## src/rtl/ps2_key_receiver.sv

```systemverilog
// PS/2 keyboard receiver: pin synchronisers and glitch filters, 11-bit frame
// checker with inter-bit timeout, E0/F0 prefix decoder and a FWFT event FIFO.
//
// state  | meaning
// IDLE   | waiting for a start bit on the next ps2_clk falling edge
// DATA   | shifting in the 8 data bits, LSB first
// PARITY | capturing the odd-parity bit
// STOP   | checking the stop bit and parity, then handing the byte on
module ps2_key_receiver #(
    parameter int FILTER_LEN     = 4,
    parameter int TIMEOUT_CYCLES = 100000,
    parameter int FIFO_DEPTH     = 8,
    parameter int CW             = $clog2(FIFO_DEPTH + 1)
) (
    input  logic          clk,
    input  logic          rst,
    input  logic          ps2_clk,
    input  logic          ps2_data,
    output logic          ev_valid,
    input  logic          ev_ready,
    output logic [7:0]    ev_code,
    output logic          ev_extended,
    output logic          ev_release,
    output logic          frame_err,
    output logic          overflow,
    output logic [CW-1:0] fifo_count
);

    localparam int FW = $clog2(FILTER_LEN + 1);
    localparam int TW = $clog2(TIMEOUT_CYCLES + 1);
    localparam int PW = $clog2(FIFO_DEPTH);
    localparam logic [FW-1:0] FLT_LAST = FW'(FILTER_LEN - 1);
    localparam logic [TW-1:0] TMO_LAST = TW'(TIMEOUT_CYCLES - 1);
    localparam logic [CW-1:0] DEPTH_C  = CW'(FIFO_DEPTH);

    typedef enum logic [1:0] {IDLE, DATA, PARITY, STOP} state_t;

    // index 0 carries ps2_clk, index 1 carries ps2_data
    logic [1:0]         sync1_q, sync1_d, sync2_q, sync2_d, filt_q, filt_d;
    logic [1:0][FW-1:0] fcnt_q, fcnt_d;
    logic               prev_clk_q, prev_clk_d;
    logic               fall_stb, bit_in;

    state_t             state_q, state_d;
    logic [2:0]         idx_q, idx_d;
    logic [7:0]         shift_q, shift_d, byte_q, byte_d;
    logic               par_q, par_d, byte_vld_q, byte_vld_d;
    logic               ferr_q, ferr_d, clr_flags, timeout;
    logic [TW-1:0]      tmo_q, tmo_d;

    logic               ext_q, ext_d, rel_q, rel_d, push;
    logic [9:0]         push_entry;

    logic [FIFO_DEPTH-1:0][9:0] mem_q, mem_d;
    logic [PW-1:0]      wr_ptr_q, wr_ptr_d, rd_ptr_q, rd_ptr_d;
    logic [CW-1:0]      count_q, count_d;
    logic               ovf_q, ovf_d, full, pop, do_push;
    logic [9:0]         head;

    always_comb begin
        sync1_d = {ps2_data, ps2_clk};
        sync2_d = sync1_q;
        filt_d  = filt_q;
        fcnt_d  = fcnt_q;
        for (int i = 0; i < 2; i++) begin
            if (sync2_q[i] == filt_q[i]) begin
                fcnt_d[i] = '0;
            end else if (fcnt_q[i] == FLT_LAST) begin
                filt_d[i] = sync2_q[i];
                fcnt_d[i] = '0;
            end else begin
                fcnt_d[i] = fcnt_q[i] + FW'(1);
            end
        end
        prev_clk_d = filt_q[0];
    end

    assign fall_stb = prev_clk_q & ~filt_q[0];
    assign bit_in   = filt_q[1];

    // The counter only runs mid-frame; every falling edge restarts it.
    always_comb begin
        tmo_d   = tmo_q;
        timeout = 1'b0;
        if (state_q == IDLE || fall_stb) begin
            tmo_d = '0;
        end else if (tmo_q == TMO_LAST) begin
            timeout = 1'b1;
            tmo_d   = '0;
        end else begin
            tmo_d = tmo_q + TW'(1);
        end
    end

    always_comb begin
        state_d    = state_q;
        idx_d      = idx_q;
        shift_d    = shift_q;
        par_d      = par_q;
        byte_d     = byte_q;
        byte_vld_d = 1'b0;
        ferr_d     = 1'b0;
        clr_flags  = 1'b0;
        if (fall_stb) begin
            case (state_q)
                IDLE: begin
                    if (!bit_in) begin
                        state_d = DATA;
                        idx_d   = 3'd0;
                    end else begin
                        ferr_d = 1'b1;
                    end
                end
                DATA: begin
                    shift_d = {bit_in, shift_q[7:1]};
                    idx_d   = idx_q + 3'd1;
                    if (idx_q == 3'd7) state_d = PARITY;
                end
                PARITY: begin
                    par_d   = bit_in;
                    state_d = STOP;
                end
                STOP: begin
                    state_d = IDLE;
                    if (bit_in && (^{shift_q, par_q})) begin
                        byte_vld_d = 1'b1;
                        byte_d     = shift_q;
                    end else begin
                        ferr_d    = 1'b1;
                        clr_flags = 1'b1;
                    end
                end
                default: state_d = IDLE;
            endcase
        end
        if (timeout) begin
            state_d   = IDLE;
            ferr_d    = 1'b1;
            clr_flags = 1'b1;
        end
    end

    always_comb begin
        ext_d      = ext_q;
        rel_d      = rel_q;
        push       = 1'b0;
        push_entry = {byte_q, ext_q, rel_q};
        if (byte_vld_q) begin
            if (byte_q == 8'hE0) begin
                ext_d = 1'b1;
            end else if (byte_q == 8'hF0) begin
                rel_d = 1'b1;
            end else begin
                push  = 1'b1;
                ext_d = 1'b0;
                rel_d = 1'b0;
            end
        end
        if (clr_flags) begin
            ext_d = 1'b0;
            rel_d = 1'b0;
        end
    end

    // A full FIFO still accepts a push when the head leaves in the same cycle.
    assign full    = (count_q == DEPTH_C);
    assign pop     = ev_valid & ev_ready;
    assign do_push = push & (~full | pop);

    always_comb begin
        mem_d    = mem_q;
        wr_ptr_d = wr_ptr_q;
        rd_ptr_d = rd_ptr_q;
        count_d  = count_q;
        ovf_d    = push & full & ~pop;
        if (do_push) begin
            mem_d[wr_ptr_q] = push_entry;
            wr_ptr_d        = wr_ptr_q + PW'(1);
        end
        if (pop) rd_ptr_d = rd_ptr_q + PW'(1);
        case ({do_push, pop})
            2'b10:   count_d = count_q + CW'(1);
            2'b01:   count_d = count_q - CW'(1);
            default: count_d = count_q;
        endcase
    end

    always_ff @(posedge clk or negedge rst) begin
        if (!rst) begin
            sync1_q    <= 2'b11;
            sync2_q    <= 2'b11;
            filt_q     <= 2'b11;
            fcnt_q     <= '0;
            prev_clk_q <= 1'b1;
            state_q    <= IDLE;
            idx_q      <= '0;
            shift_q    <= '0;
            par_q      <= 1'b0;
            byte_q     <= '0;
            byte_vld_q <= 1'b0;
            ferr_q     <= 1'b0;
            tmo_q      <= '0;
            ext_q      <= 1'b0;
            rel_q      <= 1'b0;
            mem_q      <= '0;
            wr_ptr_q   <= '0;
            rd_ptr_q   <= '0;
            count_q    <= '0;
            ovf_q      <= 1'b0;
        end else begin
            sync1_q    <= sync1_d;
            sync2_q    <= sync2_d;
            filt_q     <= filt_d;
            fcnt_q     <= fcnt_d;
            prev_clk_q <= prev_clk_d;
            state_q    <= state_d;
            idx_q      <= idx_d;
            shift_q    <= shift_d;
            par_q      <= par_d;
            byte_q     <= byte_d;
            byte_vld_q <= byte_vld_d;
            ferr_q     <= ferr_d;
            tmo_q      <= tmo_d;
            ext_q      <= ext_d;
            rel_q      <= rel_d;
            mem_q      <= mem_d;
            wr_ptr_q   <= wr_ptr_d;
            rd_ptr_q   <= rd_ptr_d;
            count_q    <= count_d;
            ovf_q      <= ovf_d;
        end
    end

    assign head        = mem_q[rd_ptr_q];
    assign ev_valid    = (count_q != '0);
    assign ev_code     = ev_valid ? head[9:2] : 8'h00;
    assign ev_extended = ev_valid & head[1];
    assign ev_release  = ev_valid & head[0];
    assign frame_err   = ferr_q;
    assign overflow    = ovf_q;
    assign fifo_count  = count_q;

endmodule

```

## config.mk

```make
export PLATFORM = sky130hd
export DESIGN_NAME = ps2_key_receiver
export DESIGN_NICKNAME = d
export VERILOG_FILES = /design/src/rtl/ps2_key_receiver.sv
export SDC_FILE = /design/constraint.sdc
export NUM_CORES = 1
export LEC_CHECK = 0
export BUFFER_PORTS_ARGS = -buffer_cell sky130_fd_sc_hd__buf_2
export CORE_MARGIN = 8
export CORE_UTILIZATION = 35
export CTS_CLUSTER_SIZE = 28
export DETAILED_ROUTE_END_ITERATION = 8
export GPL_TIMING_DRIVEN = 0
export SLEW_MARGIN = 10
export SYNTH_ARGS = -nofsm -noshare
export SYNTH_HDL_FRONTEND = slang
export SYNTH_SLANG_ARGS = --single-unit
export TNS_END_PERCENT = 100
```

## constraint.sdc

```tcl
create_clock -name clk -period 3.1 [get_ports clk]
set_clock_uncertainty 0.1 [all_clocks]
set_input_delay 0.31 -clock clk [delete_from_list [all_inputs] [get_ports clk]]
set_output_delay 0.31 -clock clk [all_outputs]
set_load 0.1 [all_outputs]
```

# == Yosys cells after proc, flatten, opt, wreduce, memory -nomap -nowiden ==
# Cells that the tools add are included.
# op_classes
reduce_logical,19
eq_ne,19
mux,44
n_lt_le_gt_ge,3
n_bitwise,13
addsub,8
# op_table
op,n
$bwmux 80,1
$mux 17,2
$bmux 10 s3,1
$demux 10 s3,1
$mux 1,23
$mux 10,2
$add 17x1->17 const B,1
$eq 17x17->1 const B,1
$eq 8x8->1 const B,2
$add 3x1->3 const B,5
$mux 3,5
$reduce_and 2->1,6
$ne 3x3->1 const B,3
$reduce_and 3->1,3
$reduce_xor 9->1,1
$lt 3x4->1 const B,2
$mux 2,4
$mux 8,1
$pmux 2 s4,1
$pmux 4 s2,1
$reduce_bool 2->1,4
$and 1x1->1,7
$eq 2x2->1 const B,3
$eq 3x2->1 const B,2
other kinds (16),24
# word_totals
regBits,147
in_bits,5
word_cells,135
output_inout_bits,17

# == Depth between registers and ports, before layout ==
# Gate-level depths: netlist of run 1.
# depth
depth_word,8
depth_mapped,12
depth_no_buf,10

# == Worst setup path after synthesis of run 1 ==
# Ideal clock, no wire load.
# synth_path
path_type,flip-flop to flip-flop
start,register count_q[1] (netlist: fifo_count[1])
end,register count_q[2] (netlist: fifo_count[2])
setup_ns,0.165
path_slack_ns,-0.486
path_stages_with_launch,13
n_path_buf,2
period_less_slack_ns,3.586
arrival_time_ns,3.322
required_ns,2.835
path_cell_list,dfrtp_1 buf_2 nor4_1 inv_1 and2_1 clkbuf_1 ha_1 xor2_1 ha_1 a21oi_1 xor2_1 nor2_1 xor2_1
# synth_via
elab_chain_len,6
elab_cells_between_ends,12
cone_classes,2 x add/sub; 3 x eq/ne; 1 x mux; 4 x bitwise; 2 x reduce/logical
# synth_rtl
item,line_no,text
start: declaration,56,"logic [CW-1:0] count_q, count_d;"
start signal: assignment,229,count_q <= count_d;
$reduce_bool 4->1 (*),235,assign ev_valid = (count_q != '0);
via ev_valid,19,"output logic ev_valid,"
$and 1x1->1 (*),167,assign pop = ev_valid & ev_ready;
via pop,57,"logic ovf_q, ovf_d, full, pop, do_push;"
$or 1x1->1,168,assign do_push = push & (~full | pop);
$and 1x1->1,168,
$eq 2x1->1 or $eq 2x2->1 (tied branches),181,"case ({do_push, pop})"
$pmux 4 s2 or $reduce_bool 2->1 (tied branches),--,
# Mark *: on every way through the listed nets, which the timed path passes. The rest lies on a longest branch.
# A chain may end at the register's enable or synchronous reset.

# == Final worst setup path of run 1 ==
# layout_path
start,register rd_ptr_q[1]
end,output ev_code[4]
# layout_via
elab_chain_len,3
# layout_rtl
item,line_no,text
start: declaration,55,"logic [PW-1:0] wr_ptr_q, wr_ptr_d, rd_ptr_q, rd_ptr_d;"
start signal: assignment,228,rd_ptr_q <= rd_ptr_d;
$bmux 10 s3,234,assign head = mem_q[rd_ptr_q];
$mux 10 (not written as such),234,
$mux 8,236,assign ev_code = ev_valid ? head[9:2] : 8'h00;
end: declaration,21,"output logic [7:0] ev_code,"
# Every way passes these cells. The select of a mux whose other input is x is not followed.

==> metrics.md, run 1 <==
| Metric | Value |
|---|---|
| Initial DRC Count | `195` |
| Die Width | `156.5 um` |
| Sequential power share | `38.5%` |
| Peak VDD IR | `388.5 uV` |
| Num CTS Buffers | `17` |
| Critical path peak fanout | `10` |
| Clock period minus worst slack | `2915 ps` |
| HPWL Detailed | `9137 um` |
| Sink Count | `147` |
| Hold WS | `255.6 ps` |
| Max-Cap Viols | `0` |
| Clk pwr share | `32.4%` |
| Vias per Instance | `5.002` |
| Number of fill cells | `1,824` |
| Worst-path cell with the longest stage delay | `clkbuf_1` |
| Port Buffers | `21` |
| Post-Layout Cell Count | `819` |
| Crit. Startpoint | `rd_ptr_q[1]` |
| Yosys reg bits | `147` |
| Number of global-route vias before repair | `4,372` |
| Leading cell type in the layout, fill and taps excluded | `dfrtp_1` |
| Max incr delay on CP | `620 ps` |
| Logic pwr share | `29.1%` |
| Synthesized area per cell | `13.81 um2` |
| Synthesis warning total | `0` |
| DIE AREA | `24,480 um2` |
| WL final | `13,530 um` |
| Die height | `156.5 um` |
| Arrival time of the worst setup path | `2510 ps` |
| Cells after Synth | `500` |
| Pwr Density | `785.4 nW/um2` |
| Max-slew violations | `0` |
| Post-placement cell count | `787` |
| Worst skew pair latency | `420 ps` |
| Wirelength per Cell | `16.52 um` |
| Min-delay worst type | `flop to flop` |
| Initial Util | `35.60%` |
| Max Freq | `343.0 MHz` |
| Router iterations before antenna repair | `4` |
| H-tree levels | `4` |
| Mapped Area | `6905 um2` |
| Setup TNS | `0 ps` |
| Diodes inserted | `0` |
| Synth Net Count | `519` |
| Unrepaired setup endpoints after global routing | `false` |
| Core area | `19,400 um2` |
| Final core utilization | `41.23%` |
| Commonest non-fill, non-tap cells in the layout | `dfrtp_1, mux2_2, nor2_1` |
| Net switching power | `2.118 mW` |
| Final Hold Vio Count | `0` |
| Rows | `51` |
| Status | `completed` |
| Root buffer cell | `clkbuf_16` |
| Final instance area | `7998 um2` |
| IO Count | `22` |
| Final setup violating endpoints | `0` |
| Largest net degree at the start of global routing | `85` |
| Vias | `4,097` |
| Async S/R FF share, synth | `100.0%` |
| CP top delay family | `buffers and inverters` |
| Pleak | `3.783 nW` |
| Storage cell area | `3694 um2` |
| Critical path class | `flop to output pin` |
| Bufs on Longest Clock Path | `2` |
| Final Power | `6.281 mW` |
| Fraction of layout cells with a size suffix above 1 | `37.55%` |
| Post-route DRC | `0` |
| Critical path buffers and inverters | `2` |
| Switching Share | `33.71%` |
| Worst R2R Start | `fifo_count[1]` |
| First-pass GRT wire length | `22,960 um` |
| EDFF count, synth | `0` |
| CP Cell Sequence | `clkbuf_1 -> mux4_2 -> mux2i_1 -> nor2_1 -> buf_2` |
| Setup slack after layout | `184.9 ps` |
| Area occupied by multi-input gates | `3074 um2` |
| CP Data Required Time | `2690 ps` |
| Routed Antenna Nets | `0` |
| Critical hold path startpoint | `sync1_q[0]` |
| Fin nets | `561` |
| Setup slack at placement | `154.8 ps` |
| GRT Util Overall | `11.95%` |
| Rel. slew slack | `37.37%` |
| CP Capture Type | `output pin` |
| Internal power | `4.164 mW` |
| Clock slew at reported path FFs | `60 ps` |
| Worst Max-Slew Pin Slew | `939.5 ps` |
| TritonCTS clock tree | `yes` |
| Area delta synth->final | `15.82%` |
| Crit share post-route | `94.03%` |
| Initial antenna violation count | `0` |
| GP Congestion | `0.7758` |
| Placed instance area | `7388 um2` |
| Sequential area share after synthesis | `53.40%` |
| Grt ovf | `0` |
| Library cells used by synthesis | `50` |
| Top_reg_cell synth | `dfrtp_1` |
| Crit start category | `flop` |
-- cells by family after synthesis --
kind of cell             count (synthesis)  synth area share, %
XOR/XNOR                                29                4.095
AND/OR/NAND/NOR                        116                9.839
multiplexers                           135                25.62
adder cells (fa/ha/maj)                 14                2.537
AO/OA/AOI/OAI                           24                2.337
flip-flops                             147                53.40
buffers and inverters                   35                2.174
-- cell type report --
class	instances	area share (%)
flip-flops and latches	147	46.18
clock inverters	14	2.018
repair buffers	25	2.112
well taps	265	4.146
clock buffers	17	5.319
multi-input cells	318	38.44
inverters	6	0.2816
plain buffers	27	1.502
-- flip-flops by register name (all words and copies together), names as in the netlist --
register and count:
mem_q 80, tmo_q 17, byte_q 8, shift_q 8, fcnt_q 6, fifo_count 4, idx_q 3, rd_ptr_q 3
wr_ptr_q 3, filt_q 2, state_q 2, sync1_q 2, sync2_q 2, byte_vld_q 1, ext_q 1, frame_err 1
overflow 1, par_q 1, prev_clk_q 1, rel_q 1
-- routing by layer --
layer / wire length, um / up-vias / share of wire (%) / track usage, %
li1: - / 1901 / - / -
met1: 5822 / 2124 / 43 / 14.57
met2: 7060 / 61 / 52 / 20.30
met3: 512 / 11 / 3.8 / 3.420
met4: 130 / 0 / 0.96 / 3.249
met5: 0 / - / 0 / 0
-- power by group through the flow --
| stage | Combinational (mW) | Clock, mW | Sequential, mW |
|---|---|---|---|
| 2_1_floorplan | 1.25 | 0 | 2.59 |
| 5_1_grt | 2.01 | 2.18 | 2.46 |
| 4_1_cts | 1.89 | 2.09 | 2.40 |
| 3_5_place_dp | 1.88 | 0 | 2.44 |
| 6_report | 1.83 | 2.04 | 2.42 |
| 3_3_place_gp | 1.80 | 0 | 2.41 |
-- final timing paths --
kind	cells past startpoint	slack, ps	to
max	5	180	ev_code[4]
min	0	260	sync2_q[0]
max reg2reg	12	240	fifo_count[2]
min reg2reg	0	260	sync2_q[0]
max in group asynchronous	3	1700	mem_q[13]
min in group asynchronous	2	420	mem_q[59]
-- worst register-to-register path: cells and delay by family, from the launching register on --
| family | cells | cell delay (ps) |
|---|---|---|
| buffers and inverters | 2 | 610 |
| adder cells (fa/ha/maj) | 2 | 500 |
| AO/OA/AOI/OAI | 1 | 140 |
| flip-flops | 1 | 400 |
| AND/OR/NAND/NOR | 4 | 530 |
| XOR/XNOR | 3 | 470 |
-- synthesized netlist by cell type, drive strengths merged, types with 2 or more instances --
cell type,count,area share (%)
and2,3,0.27
nor2b,6,0.54
a2111oi,2,0.36
clkbuf,18,1.0
nor3,8,0.58
nor2,31,1.7
a21o,2,0.22
nor4,3,0.36
nand2,11,0.60
mux2i,11,1.6
nand2b,3,0.27
dfrtp,140,51
o21ai,4,0.29
dfstp,7,2.7
and4,3,0.38
xnor3,2,0.67
or4,3,0.33
nand4,12,1.4
buf,11,0.85
mux2,104,18
o31ai,2,0.22
nand3b,2,0.22
nand4b,4,0.51
a21oi,9,0.65
xnor2,12,1.5
and3,4,0.36
a31oi,2,0.18
inv,6,0.33
nand3,11,0.94
ha,14,2.5
a32o,2,0.29
mux4,20,6.5
xor2,15,1.9
nor3b,7,0.76
-- repair_timing --
action                                  CTS  global route
hold buffers                              3             0
setup buffers                             0             0
endpoints found under the setup margin    0             1
hold endpoints to repair                 78             0
resized for setup                         0             0
Power figures use the tool's default switching activity.
==> inputs of run 2 (changes only) <==
Settings changed: CORE_MARGIN 8 to default.
==> run 2 against run 1 <==
Effect of this change:
- sequential power barely moved
- critical path depth did not move
- combinational power barely moved
- sequential share of layout area rose by 0.26 points
- clock-buffer cell count rose by 9
- critical path type unchanged
- non-clock buffer count rose by 2
- largest power group unchanged
- final cell count rose by 0.24%
==> metrics.md, run 2 (synthesis results as in run 1) <==
| Metric | Value |
|---|---|
| Status | `completed` |
| Worst R2R Start | `fifo_count[1]` |
| WL final | `13,340 um (-1.4%)` |
| Worst Hold Path EP | `sync2_q[0]` |
| Met3 routed wirelength | `303 um (-41%)` |
| R2R setup slack | `250 ps (about the same)` |
| Max Freq | `340.6 MHz (-0.71%)` |
| Max-slew violations | `0 (unchanged)` |
| Grt ovf | `0 (unchanged)` |
| Routed Antenna Nets | `0 (unchanged)` |
| Initial antenna violation count | `0 (unchanged)` |
| Rel. slew slack | `42.75% (+5.4 points)` |
| Wl on met1 | `6233 um (+7.1%)` |
| Critical path peak fanout | `10 (unchanged)` |
| Clock period minus worst slack | `2936 ps (+20.87 ps)` |
| Number of fill cells | `1,847 (+1.3%)` |
| Min-delay worst type | `flop to flop` |
| GP Congestion | `0.7493 (-3.4%)` |
| Post-placement cell count | `787 (unchanged)` |
| Worst reg2reg path endpoint | `fifo_count[2]` |
| First-pass GRT wire length | `22,900 um (-0.27%)` |
| Arrival time of the worst setup path | `2530 ps (+20 ps)` |
| Bufs on Longest Clock Path | `2 (unchanged)` |
| Num CTS Buffers | `17 (unchanged)` |
| Largest net degree at the start of global routing | `85 (unchanged)` |
| Pleak | `3.766 nW (-0.44%)` |
| Hold Path Depth | `0 (unchanged)` |
| Metal2 WL | `6655 um (-5.7%)` |
| Router iterations before antenna repair | `6 (+2)` |
| Largest regs | `mem_q (80), tmo_q (17)` |
| Commonest non-fill, non-tap cells in the layout | `dfrtp_1, mux2_2, nor2_1` |
| Post-Layout Cell Count | `821 (+0.24%)` |
| Clock slew at reported path FFs | `60 ps (about the same)` |
| Post-route DRC | `0 (unchanged)` |
| Max-Cap Viols | `0 (unchanged)` |
| Setup TNS | `0 ps (unchanged)` |
| Peak VDD IR | `471.8 uV (+21%)` |
| Critical path class | `flop to output pin` |
| Core area | `19,400 um2 (unchanged)` |
| Initial DRC Count | `190 (-2.6%)` |
| Vias | `4,062 (-0.85%)` |
| Top reg by flops | `mem_q` |
| Crit. Startpoint | `rd_ptr_q[1]` |
| Diodes inserted | `0 (unchanged)` |
| Die Width | `142.5 um (-8.9%)` |
| Wirelength per Cell | `16.25 um (-1.6%)` |
| CP Capture Type | `output pin` |
| Leading cell type in the layout, fill and taps excluded | `dfrtp_1` |
| Worst skew pair latency | `410 ps (about the same)` |
| Sink Count | `147 (unchanged)` |
| Vias per Instance | `4.948 (-1.1%)` |
| H-tree levels | `4 (unchanged)` |
| Die height | `142.5 um (-8.9%)` |
| Root buffer cell | `clkbuf_16` |
| Area delta synth->final | `15.17%` |
| DIE AREA | `20,290 um2 (-17%)` |
| GRT Util Overall | `14.74% (+2.8 points)` |
| Rows | `51 (unchanged)` |
| Crit start category | `flop` |
| CP Data Required Time | `2690 ps (about the same)` |
| Unrepaired setup endpoints after global routing | `false` |
| HPWL Detailed | `8816 um (-3.5%)` |
| Crit share post-route | `94.71% (+0.67 points)` |
| Number of global-route vias before repair | `4,300 (-1.6%)` |
| Cells on worst reg2reg path | `12 (unchanged)` |
| Critical hold path startpoint | `sync1_q[0]` |
| Port Buffers | `21 (unchanged)` |
| Number of setup buffers added after CTS | `0 (unchanged)` |
| Fin nets | `563 (+0.36%)` |
| Pwr Density | `763.6 nW/um2 (-2.8%)` |
| Worst Max-Slew Pin Slew | `858.7 ps (-80.81 ps)` |
| Fraction of layout cells with a size suffix above 1 | `36.69% (-0.85 points)` |
| Max reg flops | `80 (unchanged)` |
| IO Count | `22 (unchanged)` |
| Initial Util | `35.60% (unchanged)` |
| TritonCTS clock tree | `yes` |
| Final Hold Vio Count | `0 (unchanged)` |
| Final setup violating endpoints | `0 (unchanged)` |
| Highest metal used | `met4` |
-- run 2: changes by cell type in the layout (fill, tap and decap cells not counted) --
cell / before / now
clkbuf_1: 15 / 21
clkbuf_8: 0 / 5
bufinv_16: 3 / 0
clkinvlp_4: 2 / 0
inv_6: 2 / 0
clkinv_2: 6 / 5
clkinv_4: 1 / 0
-- run 2: critical path, stage by stage (launching register included) --
cell,delay (ps)
dfrtp_1,400
clkbuf_1,650
mux4_2,360
mux2i_1,90
nor2_1,170
buf_2,450
-- run 2: worst max-delay path by stage --
stage / to / slack [ps] / cells after the start
global route: ev_code[4] / 0.08 / 5
global placement: fifo_count[1] / -800 / 1
CTS: ev_code[4] / 90 / 5
detailed placement: fifo_count[2] / 260 / 12
floorplan: fifo_count[2] / 30 / 12
finish: ev_code[4] / 160 / 5
-- run 2: layer usage --
metal | vias up | track usage [%]
li1 | 1915 | -
met1 | 2101 | 18.87
met2 | 38 | 24.54
met3 | 8 | 3.365
met4 | 0 | 4.924
met5 | - | 0
-- run 2: metrics by stage --
step,setup slack (ps),hold WS [ps],area [um2],power [mW],utilization (%)
floorplan,29.40,-85.59,6918,3.843,-
global placement,-802.7,245.6,7355,4.208,37.91
finish,164.1,255.3,7953,6.073,41.00
global route,0.07527,263.1,7953,6.427,41.00
CTS,93.66,256.2,7953,6.161,41.00
detailed placement,258.2,247.8,7388,4.283,38.09
-- run 2: area by class of cell --
cell class / instances / area (um2) / share of cell area, %
flip-flops and latches: 147 / 3694 / 46.44
multi-input cells: 318 / 3074 / 38.66
clock buffers: 26 / 509.2 / 6.403
well taps: 265 / 331.6 / 4.169
repair buffers: 25 / 168.9 / 2.124
plain buffers: 29 / 127.6 / 1.605
clock inverters: 5 / 25.02 / 0.3147
inverters: 6 / 22.52 / 0.2832
-- run 2: power breakdown --
part           total [mW]  internal (mW)  switching (mW)
sequential           2.40           2.17           0.222
combinational        1.83          0.735            1.09
clock                1.85           1.12           0.733
total                6.07           4.03            2.05
-- run 2: what timing repair did --
item | 4_1_cts | 5_1_grt
resized for setup | 0 | 0
hold buffers | 3 | 0
hold endpoints to repair | 58 | 0
